<file path="config.mk">
export PLATFORM = sky130hd
export DESIGN_NAME = regfile_scoreboard
export DESIGN_NICKNAME = d
export VERILOG_FILES = /design/src/rtl/regfile_scoreboard.sv
export SDC_FILE = /design/constraint.sdc
export NUM_CORES = 2
export LEC_CHECK = 0
export CORE_ASPECT_RATIO = 0.6
export CORE_MARGIN = 1.5
export CORE_UTILIZATION = 50
export DETAILED_ROUTE_END_ITERATION = 16
export PLACE_DENSITY_LB_ADDON = 0.25
export SYNTH_ARGS = -nofsm -noshare
export SYNTH_HDL_FRONTEND = slang
export SYNTH_SLANG_ARGS = --single-unit
</file>
<file path="constraint.sdc">
create_clock -name SYS_clk -period 5.4 [get_ports SYS_clk]
set_input_delay 0.81 -clock SYS_clk [delete_from_list [all_inputs] [get_ports SYS_clk]]
set_output_delay 0.81 -clock SYS_clk [all_outputs]
set_load 0.01 [all_outputs]
</file>
<file path="src/rtl/regfile_scoreboard.sv">
// regfile_scoreboard: multi-read, dual-write integer register file with a
// per-register busy scoreboard for WAW/RAW hazard tracking. Register 0 is
// hard-wired to zero.
//
// Optional build macro REGFILE_BYPASS_EN: same-cycle writeback data is
// forwarded to every read port. A matching read then reports not-busy, and a
// same-cycle writeback to issue_rd lets that issue be accepted on the edge.
module regfile_scoreboard #(
    parameter int XLEN     = 32,
    parameter int ADDR_W   = 5,
    parameter int NUM_READ = 2
) (
    input  logic                         SYS_clk,
    input  logic                         SYS_reset,
    input  logic [NUM_READ*ADDR_W-1:0]   rd_addr,
    output logic [NUM_READ*XLEN-1:0]     rd_data,
    output logic [NUM_READ-1:0]          rd_busy,
    input  logic                         issue_valid,
    input  logic [ADDR_W-1:0]            issue_rd,
    output logic                         issue_ready,
    input  logic                         wb0_en,
    input  logic [ADDR_W-1:0]            wb0_addr,
    input  logic [XLEN-1:0]              wb0_data,
    input  logic                         wb1_en,
    input  logic [ADDR_W-1:0]            wb1_addr,
    input  logic [XLEN-1:0]              wb1_data,
    output logic [ADDR_W:0]              busy_count
);

    localparam int NUM_REGS = 2 ** ADDR_W;

    logic [XLEN-1:0]     regs [NUM_REGS];
    logic [NUM_REGS-1:0] busy;
    logic [NUM_REGS-1:0] busy_next;

    logic wb0_hit;
    logic wb1_hit;
    logic issue_accept;
    logic issue_wb_clear;

    // Writes to x0 are discarded everywhere, so qualify them once here.
    assign wb0_hit = wb0_en && (wb0_addr != '0);
    assign wb1_hit = wb1_en && (wb1_addr != '0);

    // A writeback landing on issue_rd this cycle; only forwarding builds use it.
    assign issue_wb_clear = (wb0_hit && (wb0_addr == issue_rd)) ||
                            (wb1_hit && (wb1_addr == issue_rd));

    // Issue is ready when the destination is free (x0 is always free).
    always_comb begin
        issue_ready = (issue_rd == '0) || !busy[issue_rd];
`ifdef REGFILE_BYPASS_EN
        if (issue_wb_clear) begin
            issue_ready = 1'b1;
        end
`endif
    end

    assign issue_accept = issue_valid && issue_ready;

    // Next scoreboard: writebacks clear first, then an accepted issue sets,
    // so a reservation wins over a same-edge clear of the same register.
    always_comb begin
        busy_next = busy;
        if (wb0_hit) begin
            busy_next[wb0_addr] = 1'b0;
        end
        if (wb1_hit) begin
            busy_next[wb1_addr] = 1'b0;
        end
        if (issue_accept && (issue_rd != '0)) begin
            busy_next[issue_rd] = 1'b1;
        end
    end

    // Scoreboard register; reset drops every outstanding reservation.
    always_ff @(posedge SYS_clk) begin
        if (SYS_reset) begin
            busy <= '0;
        end else begin
            busy <= busy_next;
        end
    end

    // Register array; port 1 is applied after port 0 so it wins a same-address conflict.
    always_ff @(posedge SYS_clk) begin
        if (SYS_reset) begin
            for (int i = 0; i < NUM_REGS; i++) begin
                regs[i] <= '0;
            end
        end else begin
            if (wb0_hit) begin
                regs[wb0_addr] <= wb0_data;
            end
            if (wb1_hit) begin
                regs[wb1_addr] <= wb1_data;
            end
        end
    end

    for (genvar k = 0; k < NUM_READ; k++) begin : g_rd
        logic [ADDR_W-1:0] addr_k;
        logic [XLEN-1:0]   data_k;
        logic              busy_k;

        assign addr_k = rd_addr[k*ADDR_W +: ADDR_W];

        // Combinational read of one port: x0 reads zero/not-busy, optional forwarding.
        always_comb begin
            data_k = regs[addr_k];
            busy_k = busy[addr_k];
            if (addr_k == '0) begin
                data_k = '0;
                busy_k = 1'b0;
            end
`ifdef REGFILE_BYPASS_EN
            if (wb1_hit && (wb1_addr == addr_k)) begin
                data_k = wb1_data;
                busy_k = 1'b0;
            end else if (wb0_hit && (wb0_addr == addr_k)) begin
                data_k = wb0_data;
                busy_k = 1'b0;
            end
`endif
        end

        assign rd_data[k*XLEN +: XLEN] = data_k;
        assign rd_busy[k]              = busy_k;
    end

    // Population count of the scoreboard.
    always_comb begin
        busy_count = '0;
        for (int i = 0; i < NUM_REGS; i++) begin
            busy_count = busy_count + {{ADDR_W{1'b0}}, busy[i]};
        end
    end

endmodule

</file>
==> metrics.md <==
| Metric | Value |
|---|---|
| GRT overflow | `0` |
| # port buffers | `166` |
| Yosys reg bits | `around 1100` |
| Final ANT Viol Nets | `0` |
| GPL Wtd Cong | `~0.93` |
| Critical path launch point type | `flip-flop` |
| Number of max-cap violations | `0` |
| Post-Synth Adder-Cell Area | `0.933%` |
| Post-layout min period | `~6.1 ns` |
| Placed inst area | `65300 µm²` |
| Total power | `20.2 mW` |
| Top post-synthesis cells by area | `edfxtp_1 (51%), mux4_2 (17%), a22o_1 (14%)` |
| Ys Warns | `0` |
| DR vias | `46200` |
| Fin worst setup slack | `-0.725 ns` |
| Most frequent CP cell | `fa_1` |
| FFs w/ async S/R, synth | `0%` |
| Outcome | `finished with violations` |
| Max-slew violations | `0` |
| Hold_sp | `busy[0]` |
| DP HPWL | `149 mm` |
| Critical path capture point type | `output port` |
| Share of post-route cells with drive strength above 1 | `25.1%` |
| Crit-path cells | `fa_1 -> inv_2 -> fa_1 -> fa_1 -> fa_1 -> fa_1 -> fa_1 -> inv_2 -> ha_4 -> inv_2 -> fa_2 -> inv_2 -> a21o_1 -> a21oi_2 -> xnor2_2 -> buf_2` |
| Final Skew | `0.00941 ns` |
| Die ar. | `around 120000 µm²` |
| Post-Layout Cell Count | `5751` |
| Die width | `453 µm` |
| Total track usage | `38.1%` |
| Clk root buf | `clkbuf_16` |
| Ys flop type | `edfxtp_1` |
| Crit-path max FO | `2` |
| Post-synthesis cell area | `a little over 60000 µm²` |
| CP startpoint | `busy[21]` |
| Initial DRC Count | `8097` |
| Reg-to-Reg Start | `busy[9]` |
| Initial Util | `50.7%` |
| Mapped Avg Cell Area | `14.8 µm²` |
| CTS clk-pin slew, worst paths | `0.07 ns` |
| CP required | `4.59 ns` |
| Vias in the first global route | `44000` |
| Leak | `approximately 23 nW` |
| IO Count | `167` |
| CTS sink cnt | `roughly 1100` |
| Total core area | `120000 µm²` |
| Largest family of logic cells by synthesized area | `multiplexers` |
| RSZ-0062 raised after global routing | `true` |
| Pre-CTS setup slack | `-0.627 ns` |
| Worst hold path type | `reg2reg` |
| Fillers | `9195` |
| Failing checks | `setup timing` |
| Cells after Synth | `4120` |
| Placed cells | `approximately 5600` |
| Slowest library cell on the worst path | `fa_1` |
| DRC viols | `0` |
| Fmax | `163 MHz` |
| First-pass DRT Iterations | `9` |
| First-pass GRT wire length | `332 mm` |
| Final instance area | `between 60000 and 70000 µm²` |
| Maximum VDD drop | `roughly 0.00025 V` |
| WL final | `239 mm` |
| Worst Path Arrival | `5.32 ns` |
| Initial antenna violation count | `7` |
| Post-synthesis sequential area ratio | `51.6%` |
| Vias per Instance | `8.03` |
| Setup_tns | `-3.09 ns` |
| PwrDens | `~290 nW/µm²` |
| Setup violations, final | `6` |
| Slew headroom | `between 8 and 9%` |
| CTS buffer count | `101` |
| TritonCTS clock tree | `built` |
| # rows | `98` |
| Largest net degree at the start of global routing | `71` |
| Post-Synth Simple-Gate Area | `1.80%` |
| Die Y | `273 µm` |
| Clk_lat worst skew | `about 0.74 ns` |
| Worst setup path class | `reg2out` |
| Worst slew pin tran | `1.37 ns` |
| CP delay by family, top | `adder cells` |
| Synth Area in Compound Gates | `19.2%` |
| Routed wire per std cell | `41.6 µm` |
| Synth cell types | `59` |
| CP Buf/Inv Count | `5` |
| Post-synthesis xor/xnor area fraction | `0.0432%` |
| Fin crit share | `113%` |
| Post-synth EDFFs | `approximately 1000` |
| Clk buf depth | `3` |
| H-tree level count | `3` |
| Top cell type's share of synthesized area | `50.5%` |
| Area Overhead vs Synth | `12.8%` |
| Number of hold buffers added after CTS | `0` |
| Nets@finish | `roughly 4200` |
| Final Hold Viols | `0` |
| Cell type with the largest total area after synthesis | `edfxtp_1` |
| Mux share of post-synthesis cell area | `21.7%` |
| Critical path's largest stage delay | `0.55 ns` |
stage by stage:
stage                     hold WS [ns]  util (%)
after global placement           0.485      54.4
final                            0.453      57.2
after CTS                        0.495      57.2
after detailed placement         0.486      54.4
after floorplan                  0.475         -
after global routing             0.489      57.2
state kept, by name, indices dropped and copies added, names as in the netlist:
register and count:
regs 1024, busy 32
power by group:
part | internal [mW] | leakage (nW) | switching [mW] | total, mW
clock | 3.99 | 1.61 | 3.40 | 7.39
combinational | 1.22 | 11.6 | 1.79 | 3.01
sequential | 9.50 | 10.1 | 0.266 | 9.76
total | 14.7 | 23.3 | 5.45 | 20.2
worst reg2reg max path, stage by stage, from the launching register on:
cell and delay, ns:
dfxtp_1 0.32, buf_4 0.14, mux4_2 0.49, nor4_1 0.68, nand2_1 0.14, o21ai_0 0.13
final cells by class:
type | count | area (µm²) | area share [%]
diodes | 7 | 17.5 | 0.0255
multi-input cells | 2405 | 27700 | 40.3
flip-flops and latches | 1056 | 31400 | 45.8
repair buffers | 426 | 3980 | 5.80
clock buffers | 119 | 2590 | 3.78
clock inverters | 71 | 696 | 1.01
well taps | 1600 | 2000 | 2.92
inverters | 67 | 256 | 0.374
cell families (layout without fill, tap and decap cells):
| group | Yosys count | in the layout |
|---|---|---|
| buf+inv | 690 | 683 |
| simple gates | 210 | 210 |
| fa+ha+maj | 31 | 31 |
| flops | 1056 | 1056 |
| compound gates | 1394 | 1394 |
| other cells | 1 | 39 |
| mux | 735 | 735 |
| xor+xnor | 3 | 3 |
layer usage:
| metal | track usage, % | wire (µm) | vias up |
|---|---|---|---|
| met5 | 0.495 | 101 | - |
| met3 | 16.5 | 42800 | 648 |
| met4 | 17.6 | 12100 | 4 |
| met1 | 54.2 | 89100 | 23300 |
| met2 | 49.9 | 95200 | 4795 |
| li1 | - | - | 17400 |
path summary, 6_finish.rpt:
| kind | to | slack (ns) | cells past startpoint |
|---|---|---|---|
| hold / removal | busy[0] | 0.45 | 2 |
| setup / recovery | busy_count[4] | -0.73 | 16 |
| hold reg to reg | busy[0] | 0.45 | 2 |
| setup reg to reg | busy[9] | 3.43 | 5 |
synth_stat cells (4+ instances only):
library cell     n
nor2_1          75
buf_2          140
a221oi_1        66
or3b_1           5
buf_6            4
a221o_1         66
a22oi_1         68
or3_1            4
o21ai_0         17
nand2b_1         6
o22ai_1         11
dfxtp_1         32
nand3_1          7
a22o_1         993
edfxtp_1      1024
o21ai_1         61
clkbuf_1       447
a31oi_1         66
buf_4           13
buf_1           19
nor2b_1         12
ha_1             7
nand3b_1        13
mux4_2         468
nand2_1         32
nor3b_1          5
inv_1           67
fa_1            24
nor3_1          30
mux2i_1        264
o221ai_1        23
nor3_2           6
placed cells by master, fill, tap and decap left out, drive strengths merged, types with 11 or more instances in the layout:
cell type      synthesis  layout
a31oi                 66      66
nand2                 32      32
a22o                 993     993
clkbuf               447     119
clkinv                 0      48
mux4                 468     468
edfxtp              1024    1024
conb                   1      32
bufinv                 0      11
nor2b                 12      12
a221oi                66      66
buf                  176     278
o22ai                 11      11
a221o                 66      66
o21ai                 78      78
mux2i                264     264
nand3b                13      13
a22oi                 68      68
inv                   67      72
clkdlybuf4s50          0     148
dfxtp                 32      32
nor3                  36      36
fa                    24      24
nor2                  76      76
o221ai                23      23
what timing repair did:
action	4_1_cts	5_1_grt
setup endpoints to repair	6	6
hold endpoints to repair	0	0
gates cloned	0	0
pin swaps	11	14
resized for setup	38	13
buffers inserted	1	1
Power figures use the tool's default switching activity.
